<file path="config.mk">
export PLATFORM = sky130hd
export DESIGN_NAME = skid_ctrl_gen_mc
export DESIGN_NICKNAME = d
export VERILOG_FILES = /design/src/rtl/skid_ctrl_gen_mc.sv
export SDC_FILE = /design/constraint.sdc
export NUM_CORES = 1
export LEC_CHECK = 0
export ABC_AREA = 1
export ABC_CLOCK_PERIOD_IN_PS = 1700
export CAP_MARGIN = 20
export CORE_MARGIN = 5
export CORE_UTILIZATION = 55
export CTS_BUF_LIST = sky130_fd_sc_hd__clkbuf_16
export CTS_CLUSTER_DIAMETER = 120
export DETAILED_ROUTE_END_ITERATION = 10
export DONT_BUFFER_PORTS = 1
export PLACE_DENSITY = 0.78
export SLEW_MARGIN = 20
export SYNTH_ARGS = -nofsm -noshare
export SYNTH_HDL_FRONTEND = slang
export SYNTH_SLANG_ARGS = --single-unit
</file>
<file path="constraint.sdc">
create_clock -name sys_clk -period 1.7 [get_ports sys_clk]
set_input_delay 0.17 -clock sys_clk [delete_from_list [all_inputs] [get_ports sys_clk]]
set_output_delay 0.17 -clock sys_clk [all_outputs]
set_load 0.005 [all_outputs]
</file>
<file path="src/rtl/skid_ctrl_gen_mc.sv">
// skid_ctrl_gen_mc
//   Multi-channel skid control generator for the shared-memory allocation
//   path. Each channel owns a saturating skid level (0..SKID_DEPTH), a
//   run-length counter of consecutive isGtr cycles and a sticky overflow flag.
//   The level is raised by isGtr while there is room (rule 1). It is released
//   by a registered back-to-back run (rule 2) or by isGtr coinciding with a
//   pipeline-cycle begin (rule 3).
//
//   Ports
//     sys_clk           clock, rising edge
//     rst               asynchronous active-high reset
//     en_i              advance qualifier; low freezes all state
//     clr_i             synchronous clear of every channel, beats en_i
//     pipeCycle_begin_i shared pipeline-cycle start
//     isGtr_i           per-channel isGtr from RFMU
//     skid_lvl_o        per-channel skid level, channel c at [c*LVL_W +: LVL_W]
//     isColAddr_skid_o  per-channel level != 0
//     skid_ovf_o        per-channel sticky overflow

// Per-channel slice: one skid level, run counter and overflow flag.
//   Ports: sys_clk, rst, en, clr, pcb (pipeline begin), gtr (isGtr),
//          lvl / col / ovf (registered level, level != 0, sticky overflow).
module skid_ch #(
  parameter int MAX_ALLOC_SEQ_NUM = 2,
  parameter int SKID_DEPTH        = 2,
  parameter int LVL_W             = 2,
  parameter int CNT_W             = 2
) (
  input  logic             sys_clk,
  input  logic             rst,
  input  logic             en,
  input  logic             clr,
  input  logic             pcb,
  input  logic             gtr,
  output logic [LVL_W-1:0] lvl,
  output logic             col,
  output logic             ovf
);
  localparam logic [LVL_W-1:0] LVL_MAX = LVL_W'(SKID_DEPTH);
  localparam logic [CNT_W-1:0] RUN_MAX = CNT_W'(MAX_ALLOC_SEQ_NUM + 1);

  logic [CNT_W-1:0] run, run_nxt;
  logic [LVL_W-1:0] lvl_nxt;
  logic             ovf_nxt, b2b, full;

  // b2b looks only at the registered run, so rule 2 fires one edge after the
  // qualifying history is complete, never on the current input.
  assign b2b  = (run == RUN_MAX);
  assign full = (lvl == LVL_MAX);

  always_comb begin
    run_nxt = run;
    lvl_nxt = lvl;
    ovf_nxt = ovf;
    if (clr) begin
      run_nxt = '0;
      lvl_nxt = '0;
      ovf_nxt = 1'b0;
    end else if (en) begin
      if (gtr) run_nxt = b2b ? run : run + CNT_W'(1);
      else     run_nxt = '0;

      // Rule order matters: increment beats both release rules.
      if (gtr && !full)    lvl_nxt = lvl + LVL_W'(1);
      else if (b2b)        lvl_nxt = '0;
      else if (gtr && pcb) lvl_nxt = '0;

      // Request while full with nothing releasing it.
      if (gtr && full && !b2b && !pcb) ovf_nxt = 1'b1;
    end
  end

  always_ff @(posedge sys_clk or posedge rst) begin
    if (rst) begin
      run <= '0;
      lvl <= '0;
      ovf <= 1'b0;
    end else begin
      run <= run_nxt;
      lvl <= lvl_nxt;
      ovf <= ovf_nxt;
    end
  end

  assign col = |lvl;
endmodule

module skid_ctrl_gen_mc #(
  parameter int CH_NUM            = 4,
  parameter int MAX_ALLOC_SEQ_NUM = 2,
  parameter int SKID_DEPTH        = 2,
  parameter int LVL_W             = $clog2(SKID_DEPTH + 1),
  parameter int CNT_W             = $clog2(MAX_ALLOC_SEQ_NUM + 2)
) (
  input  logic                     sys_clk,
  input  logic                     rst,
  input  logic                     en_i,
  input  logic                     clr_i,
  input  logic                     pipeCycle_begin_i,
  input  logic [CH_NUM-1:0]        isGtr_i,
  output logic [CH_NUM*LVL_W-1:0]  skid_lvl_o,
  output logic [CH_NUM-1:0]        isColAddr_skid_o,
  output logic [CH_NUM-1:0]        skid_ovf_o
);
  logic [CH_NUM-1:0][LVL_W-1:0] lvl;

  for (genvar c = 0; c < CH_NUM; c++) begin : g_ch
    skid_ch #(
      .MAX_ALLOC_SEQ_NUM (MAX_ALLOC_SEQ_NUM),
      .SKID_DEPTH        (SKID_DEPTH),
      .LVL_W             (LVL_W),
      .CNT_W             (CNT_W)
    ) u_ch (
      .sys_clk (sys_clk),
      .rst     (rst),
      .en      (en_i),
      .clr     (clr_i),
      .pcb     (pipeCycle_begin_i),
      .gtr     (isGtr_i[c]),
      .lvl     (lvl[c]),
      .col     (isColAddr_skid_o[c]),
      .ovf     (skid_ovf_o[c])
    );
  end

  // Packed array flattens so that channel c lands at [c*LVL_W +: LVL_W].
  assign skid_lvl_o = lvl;
endmodule

</file>
# Word level (Yosys, flattened, before mapping)
# Cells that the tools add are included.
[totals]
regBits = 20
input_bits = 9
output_inout_bits = 16
elab_cells = 134
[op_classes]
n_addsub = 8
n_eq_ne = 12
muxes = 48
reduce_logical = 54
[ops]
columns = ["operator", "n"]
rows = [
  ["2-bit 2-to-1 mux", 36],
  ["2-bit AND reduction", 12],
  ["1-bit logical AND", 20],
  ["2-bit by 1-bit adder with 2-bit output, second input constant", 8],
  ["2-bit equality test, second input constant", 8],
  ["4-bit nonzero test", 4],
  ["1-bit 2-to-1 mux", 12],
  ["3-bit != test, second input constant", 4],
  ["2-bit nonzero test", 5],
  ["1-bit zero test", 9],
  ["2-bit OR reduction", 4],
]

# Longest topological paths before layout
# Gate-level depths: netlist of run 1.
[logic_depth]
word_depth = 7
ltp_mapped = 8
ltp_nobuf = 8

# Modules after synthesis
# From an unflattened synthesis of run 1, not the netlist that was laid out.
[unflattened]
cells_unflattened = 172
hier_area_um2 = 1441.4
[modules_own_cells]
columns = ["mod", "n_inst", "cells_per_inst", "area_each_um2", "seq_area_each_um2"]
rows = [
  ["skid_ch", 4, 43, 360.3, 125.1],
]

# Worst setup path before layout of run 1
# OpenSTA, ideal clock, no wires.
[synth_path]
path_kind = "register to register"
start = "reg g_ch[2].u_ch.lvl[0]"
end = "reg g_ch[2].u_ch.lvl[1]"
setup_ns = 0.117
arrival_time_ns = 0.924
slack_ns = 0.658
path_stages_with_launch = 9
synth_period_minus_slack_ns = 1.042
cell_sequence = "dfrtp_1 -> inv_1 -> ha_1 -> inv_1 -> nand2_1 -> nand3_1 -> nand2_1 -> nand2_1 -> nand2_1"
[synth_via]
elab_chain_len = 6
word_cells_on_any_way = 9
[synth_lines]
columns = ["element", "line_no", "rtl"]
rows = [
  ["from (decl)", "35", "output logic [LVL_W-1:0] lvl,"],
  ["from (signal assigned)", "80", "lvl <= lvl_nxt;"],
  ["2-bit equality test", "49", "assign full = (lvl == LVL_MAX);"],
  ["1-bit zero test", "64", "if (gtr && !full) lvl_nxt = lvl + LVL_W'(1);"],
  ["1-bit logical AND", "64", ""],
  ["2-bit 2-to-1 mux", "64", ""],
  ["2-bit 2-to-1 mux", "59", "end else if (en) begin"],
  ["2-bit 2-to-1 mux", "55", "if (clr) begin"],
]
# Several ways; a longest one is shown, not always the timed one. The select of a mux whose other input is x is not followed.
# A chain may end at the register's enable or synchronous reset.

# Final worst setup path of run 1
[layout_path]
start = "reg g_ch[2].u_ch.lvl[0]"
end = "reg g_ch[2].u_ch.lvl[0]"
# The elaborated chain is that of the path after synthesis.

==> out/qor.csv, run 1 <==
stage;metric;value;unit
outcome;outcome;complete, no violations;
synth;number of distinct library cells after synthesis;21;
synth;Post-synth top cells;nand2_1 (53), inv_1 (31), dfrtp_1 (20);
floorplan;Die W;59.5;um
synth;Syn Inst Count;175;
grt;GR Util met2;0.323;
hold_path;worst min-delay path category;input port to flip-flop;
cells_and_area;Design Area, Final;1420;um2
setup_path;Critical Path, Cell by Cell;inv_1, ha_1, inv_1, nand2_1, nand3_1, nand2_1, nand2_1, nand2_1;
setup_path;FF-to-FF path depth;8;
pwr;Sw Ratio;0.225;
clock_tree;number of buffers created by CTS;3;
drt;DRC viols;0;
timing;Final Max Tran Viols;0;
synth;Post-synth EDFFs;0;
grt;number of global-route vias before repair;1083;
placed_design;hpwl dp;2120;um
grt;largest net degree at the start of global routing;21;
grt;GRT Overall Usage;0.177;
synth;count leader, synth;nand2_1;
pwr;Int Power;1.02;mW
timing;maximum clock rate;826;MHz
synth;Syn Area/Cell;7.71;um2
setup_path;CP max stage delay;0.40;ns
synth;#FFs+latches synth;20;
setup_path;most frequent CP cell;nand2_1;
timing;Final WS setup;0.490;ns
pwr;sw power;0.296;mW
pwr;sequential power share;0.398;
clock_tree;root cell of the clock tree;clkbuf_16;
floorplan;die area;3550;um2
setup_path;Crit Reg-Reg Startpoint;g_ch[2].u_ch.lvl[0]$_DFFE_PP0P_;
setup_path;CP arrival;1.36;ns
synth;net count after synthesis;196;
drt;drt initial violations;68;
synth;Seq/Total Area, Yosys;0.371;
timing;Final Critical Period;1.21;ns
grt;layer with the highest usage;met2;
setup_path;type of origin of the critical path;flip-flop;
clock_tree;post-CTS sizing;0;
timing;setup TNS;0;ns
floorplan;core area;2410;um2
cells_and_area;layout cells sized above 1;0.107;
pwr;Lkg Pwr;0.803;nW
drt;WL final;2900;um
setup_path;CP required;1.85;ns
timing;final hold violation count;0;
setup_path;CP startpoint;g_ch[2].u_ch.lvl[0]$_DFFE_PP0P_;
timing;RSZ-0062 raised after global routing;no;
cells_and_area;antenna cells;0;
setup_path;worst reg2reg endpoint;g_ch[2].u_ch.lvl[0]$_DFFE_PP0P_;
floorplan;Initial Util;0.560;
placed_design;placed cell area;1290;um2
drt;via count;1069;
synth;Mapped Area;1350;um2
pwr;Clk pwr share;0.492;
clock_tree;Clock Pin Slew Worst Setup and Hold Paths;0.06;ns
timing;Setup-failing EPs final;0;
floorplan;number of cell rows;18;
clock_tree;clk_lat worst skew;0.25;ns
floorplan;total I/O pin count;25;
run;number of max-cap violations;0;
setup_path;minimum setup slack among reg-to-reg paths;0.49;ns
synth;Syn. warnings;0;
drt;antenna viol nets, final;0;
drt;vias per cell;5.37;
timing;Worst Skew;0.00428;ns
setup_path;crit path kind;flip-flop to flip-flop;
synth;Synth area leaders;dfrtp_1 (37%), nand2_1 (15%), ha_1 (11%), inv_1 (8.6%), nand4_1 (7.0%);
cells_and_area;layout overhead on the synthesized area;5.00;%
setup_path;CP Max Fanout;3;
floorplan;Die Y;59.5;um
grt;met1 GRT Util;0.184;
grt;M3 GR Usage;0.0566;
grt;initial antenna violation count;0;
drt;DR WL/cell;14.6;um
setup_path;CP Capture Point;g_ch[2].u_ch.lvl[0]$_DFFE_PP0P_;
setup_path;CP Capture Type;flip-flop;
synth;ys async rst share;1.00;
clock_tree;CTS tree;built;
synth;most area-hungry cell type in the Yosys netlist;dfrtp_1;
grt;grt ovf;0;
drt;router iterations before antenna repair;6;
timing;Tcrit/Tclk final;0.712;
timing;Tightest Pin Transition;0.773;ns
pwr;Gate power share;0.110;
synth;post-synth top area share;0.371;
grt;first-pass GRT wire length;4590;um
synth;dominant synthesized flop cell;dfrtp_1;
placed_design;I/O Buffers;0;
clock_tree;CTS Sinks;20;
clock_tree;H-tree levels;1;
pwr;total power per unit cell area;927;nW/um2
placed_design;GPL Wtd Cong;0.761;
setup_path;CP max-delay cell;dfrtp_1;
hold_path;hold_sp;isGtr_i[1];
placed_design;pre-CTS WS;0.518;ns
pwr;peak supply drop;555;uV
cells_and_area;Final nets;191;
clock_tree;deepest clock path buffer count;2;
timing;Rel. slew slack;0.484;
-- through the flow --
step           utilization  hold WS, ns  power, mW  cells
6_report             0.588       0.0625       1.31    199
5_1_grt              0.588       0.0680       1.37    199
4_1_cts              0.588       0.0615       1.33    199
3_5_place_dp         0.536        0.239      0.673    193
3_3_place_gp         0.536        0.237      0.657    193
2_1_floorplan            -        0.134      0.667    175
-- layout by cell type, fill, tap and decap left out --
master and n:
nand2_1 53, inv_1 31, dfrtp_1 20, nand4_1 15
ha_1 12, nand3_1 7, nand2_2 6, nor2_1 5
nor3_1 4, nor2_4 3, clkbuf_16 3, nor2_2 2
dlygate4sd3_1 2, inv_2 1, nand2_4 1, nand3_2 1
nand3b_1 1, a21oi_1 1, bufinv_16 1
-- worst min path at each step --
stage / endpoint / slack (ns) / cells after the start
6_report: g_ch[1].u_ch.run[0]$_DFFE_PP0P_ / 0.06 / 2
5_1_grt: g_ch[2].u_ch.ovf$_DFFE_PP0P_ / 0.07 / 2
4_1_cts: g_ch[0].u_ch.lvl[0]$_DFFE_PP0P_ / 0.06 / 2
3_5_place_dp: g_ch[0].u_ch.ovf$_DFFE_PP0P_ / 0.24 / 1
3_3_place_gp: g_ch[3].u_ch.run[0]$_DFFE_PP0P_ / 0.24 / 1
2_1_floorplan: g_ch[0].u_ch.lvl[0]$_DFFE_PP0P_ / 0.13 / 1
-- worst max-delay path, delay by kind of cell (launching register included) --
kind / cells / cell delay (ns)
adders and majority gates: 1 / 0.20
buffers and inverters: 2 / 0.16
DFF: 1 / 0.40
and+or+nand+nor: 5 / 0.34
-- area by class of cell --
cell class / count / area, um2
Fill cell: 191 / 992
Multi-Input combinational cell: 111 / 634
Sequential cell: 20 / 500
Inverter: 32 / 120
Clock buffer: 3 / 75.1
Tap cell: 30 / 37.5
Clock inverter: 1 / 30.0
Timing Repair Buffer: 2 / 20.0
-- cell families after synthesis --
group	count (synthesis)	synth area share
buffers and inverters	44	0.159
AO/OA/AOI/OAI	1	0.00370
AND/OR/NAND/NOR	98	0.355
flip-flops	20	0.371
adder cells (fa/ha/maj)	12	0.111
-- sequential cells by signal, indices dropped and copies added (netlist names) --
name / cells
g_ch.u_ch.lvl: 8
g_ch.u_ch.ovf: 4
g_ch.u_ch.run: 8
-- power groups by stage --
| stage | clock network [mW] | registers [mW] | logic, mW |
|---|---|---|---|
| final | 0.646 | 0.523 | 0.145 |
| after floorplan | 0 | 0.525 | 0.142 |
| after global routing | 0.673 | 0.526 | 0.168 |
| after global placement | 0 | 0.529 | 0.128 |
| after CTS | 0.657 | 0.523 | 0.147 |
| after detailed placement | 0 | 0.531 | 0.142 |
-- repair_timing --
item / in CTS / in global routing
hold buffers: 2 / 0
setup buffers: 0 / 0
hold endpoints to repair: 21 / 0
-- routing by layer --
metal / up-vias / wire length, um
met5: - / 0
met4: 0 / 53
met3: 5 / 195
met2: 25 / 1480
met1: 511 / 1170
li1: 528 / -
Note: power is estimated with default switching activity, not from simulation.
==> inputs of run 2 (changes only) <==
- ABC_CLOCK_PERIOD_IN_PS: 1700 -> 1100
- PLACE_DENSITY: 0.78 -> 0.81
- clock period: 1.7 -> 1.1 ns (I/O delays scaled with it)
==> run 2 against run 1 <==
Register-to-register slack worse by 0.46 ns. Clock power is 55% higher. Final area is 20% higher. Global-route usage hardly changed. Utilization is 12 points higher. Critical endpoint is now isColAddr_skid_o[3]. Final cell count is 9.5% higher. Largest cell class unchanged. Clock-buffer cell count stayed put. Worst hold slack worse by 0.063 ns. Total power is 64% higher. The flow now finishes with violations (negative setup slack).
==> out/qor.csv, run 2 (synthesis results as in run 1) <==
stage;metric;value;unit;change
outcome;outcome;finished, violations left;;
outcome;failing checks;negative setup slack;;
hold_path;worst min-delay path category;input port to flip-flop;;
drt;DR WL/cell;14.2;um;-2.7%
setup_path;CP max-delay cell;dfrtp_1;;
grt;number of global-route vias before repair;1155;;+6.6%
timing;Final Max Tran Viols;0;;unchanged
cells_and_area;storage element area;503;um2;+0.50%
grt;initial antenna violation count;0;;unchanged
setup_path;worst reg2reg endpoint;g_ch[2].u_ch.lvl[0]$_DFFE_PP0P_;;
placed_design;I/O Buffers;0;;unchanged
setup_path;CP arrival;0.99;ns;-0.37 ns
timing;final hold violation count;0;;unchanged
setup_path;minimum setup slack among reg-to-reg paths;0.03;ns;-0.46 ns
floorplan;core area;2410;um2;unchanged
placed_design;Post-Place Cells;207;;+7.3%
drt;router iterations before antenna repair;4;;-2
cells_and_area;Filler cells;165;;-14%
run;number of max-cap violations;0;;unchanged
floorplan;Initial Util;0.560;;unchanged
timing;RSZ-0062 raised after global routing;yes;;
setup_path;Critical Path, Cell by Cell;inv_2, buf_6, ha_4, inv_2;;
floorplan;Die Y;59.5;um;unchanged
timing;WHS;0.0000199;ns;-0.0625 ns
clock_tree;Clock Pin Slew Worst Setup and Hold Paths;0.06;ns;about the same
hold_path;hold worst-path end;g_ch[1].u_ch.lvl[1]$_DFFE_PP0P_;;
pwr;Lkg Pwr;0.903;nW;+12%
timing;maximum clock rate;907;MHz;
timing;Tcrit/Tclk final;1.00;;
clock_tree;CTS tree;built;;
cells_and_area;layout overhead on the synthesized area;26.3;%;
pwr;total power per unit cell area;1260;nW/um2;+36%
timing;Rel. slew slack;0.801;;+0.317
grt;first-pass GRT wire length;4690;um;+2.1%
hold_path;hold depth;2;;unchanged
setup_path;CP Capture Type;output pin;;
pwr;Final Power;2.16;mW;+64%
clock_tree;deepest clock path buffer count;2;;unchanged
drt;DRC viols;0;;unchanged
drt;vias per cell;5.27;;-1.9%
setup_path;Crit Reg-Reg Startpoint;g_ch[2].u_ch.lvl[0]$_DFFE_PP0P_;;
drt;WL final;3090;um;+6.6%
floorplan;number of cell rows;18;;unchanged
cells_and_area;Regs by FF count;g_ch.u_ch.lvl: 8 flops, g_ch.u_ch.run: 8 flops, g_ch.u_ch.ovf: 4 flops;;
floorplan;Die W;59.5;um;unchanged
cells_and_area;most common cell after layout, fill and taps aside;nand2_1;;
setup_path;type of origin of the critical path;flip-flop;;
setup_path;most frequent CP cell;inv_2;;
drt;via count;1149;;+7.5%
setup_path;CP top delay family;flip-flops;;
drt;drt initial violations;52;;-24%
placed_design;hpwl dp;2150;um;+1.7%
setup_path;CP max stage delay;0.37;ns;-0.03 ns
grt;grt ovf;0;;unchanged
timing;Tightest Pin Transition;0.297;ns;-0.476 ns
hold_path;hold_sp;en_i;;
timing;Worst Skew;0.00527;ns;+0.000998 ns
setup_path;crit path kind;flip-flop to output pin;;
placed_design;placed cell area;1400;um2;+8.1%
pwr;peak supply drop;1290;uV;+130%
cells_and_area;post-route insts no fill;218;;+9.5%
cells_and_area;most frequent cells in the layout;nand2_1 (47), inv_1 (19), dfrtp_1 (18);;
cells_and_area;antenna cells;0;;unchanged
placed_design;GPL Wtd Cong;0.737;;-3.2%
clock_tree;CTS Sinks;20;;unchanged
grt;largest net degree at the start of global routing;21;;unchanged
cells_and_area;Final nets;210;;+9.9%
setup_path;crit path buf inv count;3;;+1
setup_path;CP required;0.99;ns;-0.86 ns
clock_tree;H-tree levels;1;;unchanged
clock_tree;clk_lat worst skew;0.25;ns;about the same
cells_and_area;Design Area, Final;1710;um2;+20%
drt;antenna viol nets, final;0;;unchanged
cells_and_area;footprint of the multi-input gates;766;um2;+21%
clock_tree;number of buffers created by CTS;3;;unchanged
timing;Final Critical Period;1.10;ns;
cells_and_area;layout cells sized above 1;0.404;;+0.298
floorplan;total I/O pin count;25;;unchanged
setup_path;FF-to-FF path depth;8;;unchanged
floorplan;die area;3550;um2;unchanged
grt;GRT Overall Usage;0.177;;-0.000451
timing;Setup-failing EPs final;1;;+1
setup_path;CP Max Fanout;2;;-1
clock_tree;root cell of the clock tree;clkbuf_16;;
timing;Final WS setup;-0.00207;ns;-0.492 ns
## run 2: cell count changes in the layout (fill, tap and decap cells not counted), sizes merged
cell  change
buf      +19
## run 2: what timing repair did
item	4_1_cts	5_1_grt
resized for setup	8	42
setup buffers	1	5
cloned	0	0
setup endpoints to repair	6	16
endpoints found under the hold margin	21	0
pin swaps	2	7
hold buffers	2	0
## run 2: worst max path at each step
stage,end,slack (ns),cells past startpoint,startpoint
detailed placement,g_ch[1].u_ch.lvl[1]$_DFFE_PP0P_,-0.006,6,g_ch[1].u_ch.run[0]$_DFFE_PP0P_
global route,g_ch[2].u_ch.lvl[1]$_DFFE_PP0P_,-0.05,8,g_ch[2].u_ch.lvl[0]$_DFFE_PP0P_
floorplan,g_ch[2].u_ch.lvl[1]$_DFFE_PP0P_,0.06,8,g_ch[2].u_ch.lvl[0]$_DFFE_PP0P_
finish,isColAddr_skid_o[3],-0.002,4,g_ch[3].u_ch.lvl[0]$_DFFE_PP0P_
global placement,g_ch[2].u_ch.lvl[1]$_DFFE_PP0P_,0.02,6,g_ch[2].u_ch.run[0]$_DFFE_PP0P_
CTS,g_ch[3].u_ch.lvl[1]$_DFFE_PP0P_,-0.003,6,g_ch[3].u_ch.run[0]$_DFFE_PP0P_
## run 2: routing by layer
metal,track usage,share of wire
met1,0.191,0.38
met2,0.309,0.52
met3,0.0436,0.061
met4,0.104,0.044
met5,0,0
## run 2: layout make-up
type | instances | area share
Timing Repair Buffer | 21 | 0.102
Multi-Input combinational cell | 111 | 0.449
Clock inverter | 1 | 0.0176
Inverter | 32 | 0.0704
Sequential cell | 20 | 0.295
Tap cell | 30 | 0.0220
Clock buffer | 3 | 0.0440
## run 2: power by group
group	internal (mW)	switching (mW)
logic	0.160	0.190
clock network	0.722	0.278
registers	0.773	0.0324
total	1.66	0.500
## run 2: through the flow
step | setup WS (ns) | TNS (ns) | util
floorplan | 0.0584 | 0 | -
global placement | 0.0239 | 0 | 0.580
detailed placement | -0.00622 | -0.00861 | 0.580
CTS | -0.00268 | -0.00268 | 0.644
global route | -0.0465 | -0.213 | 0.708
finish | -0.00207 | -0.00207 | 0.708
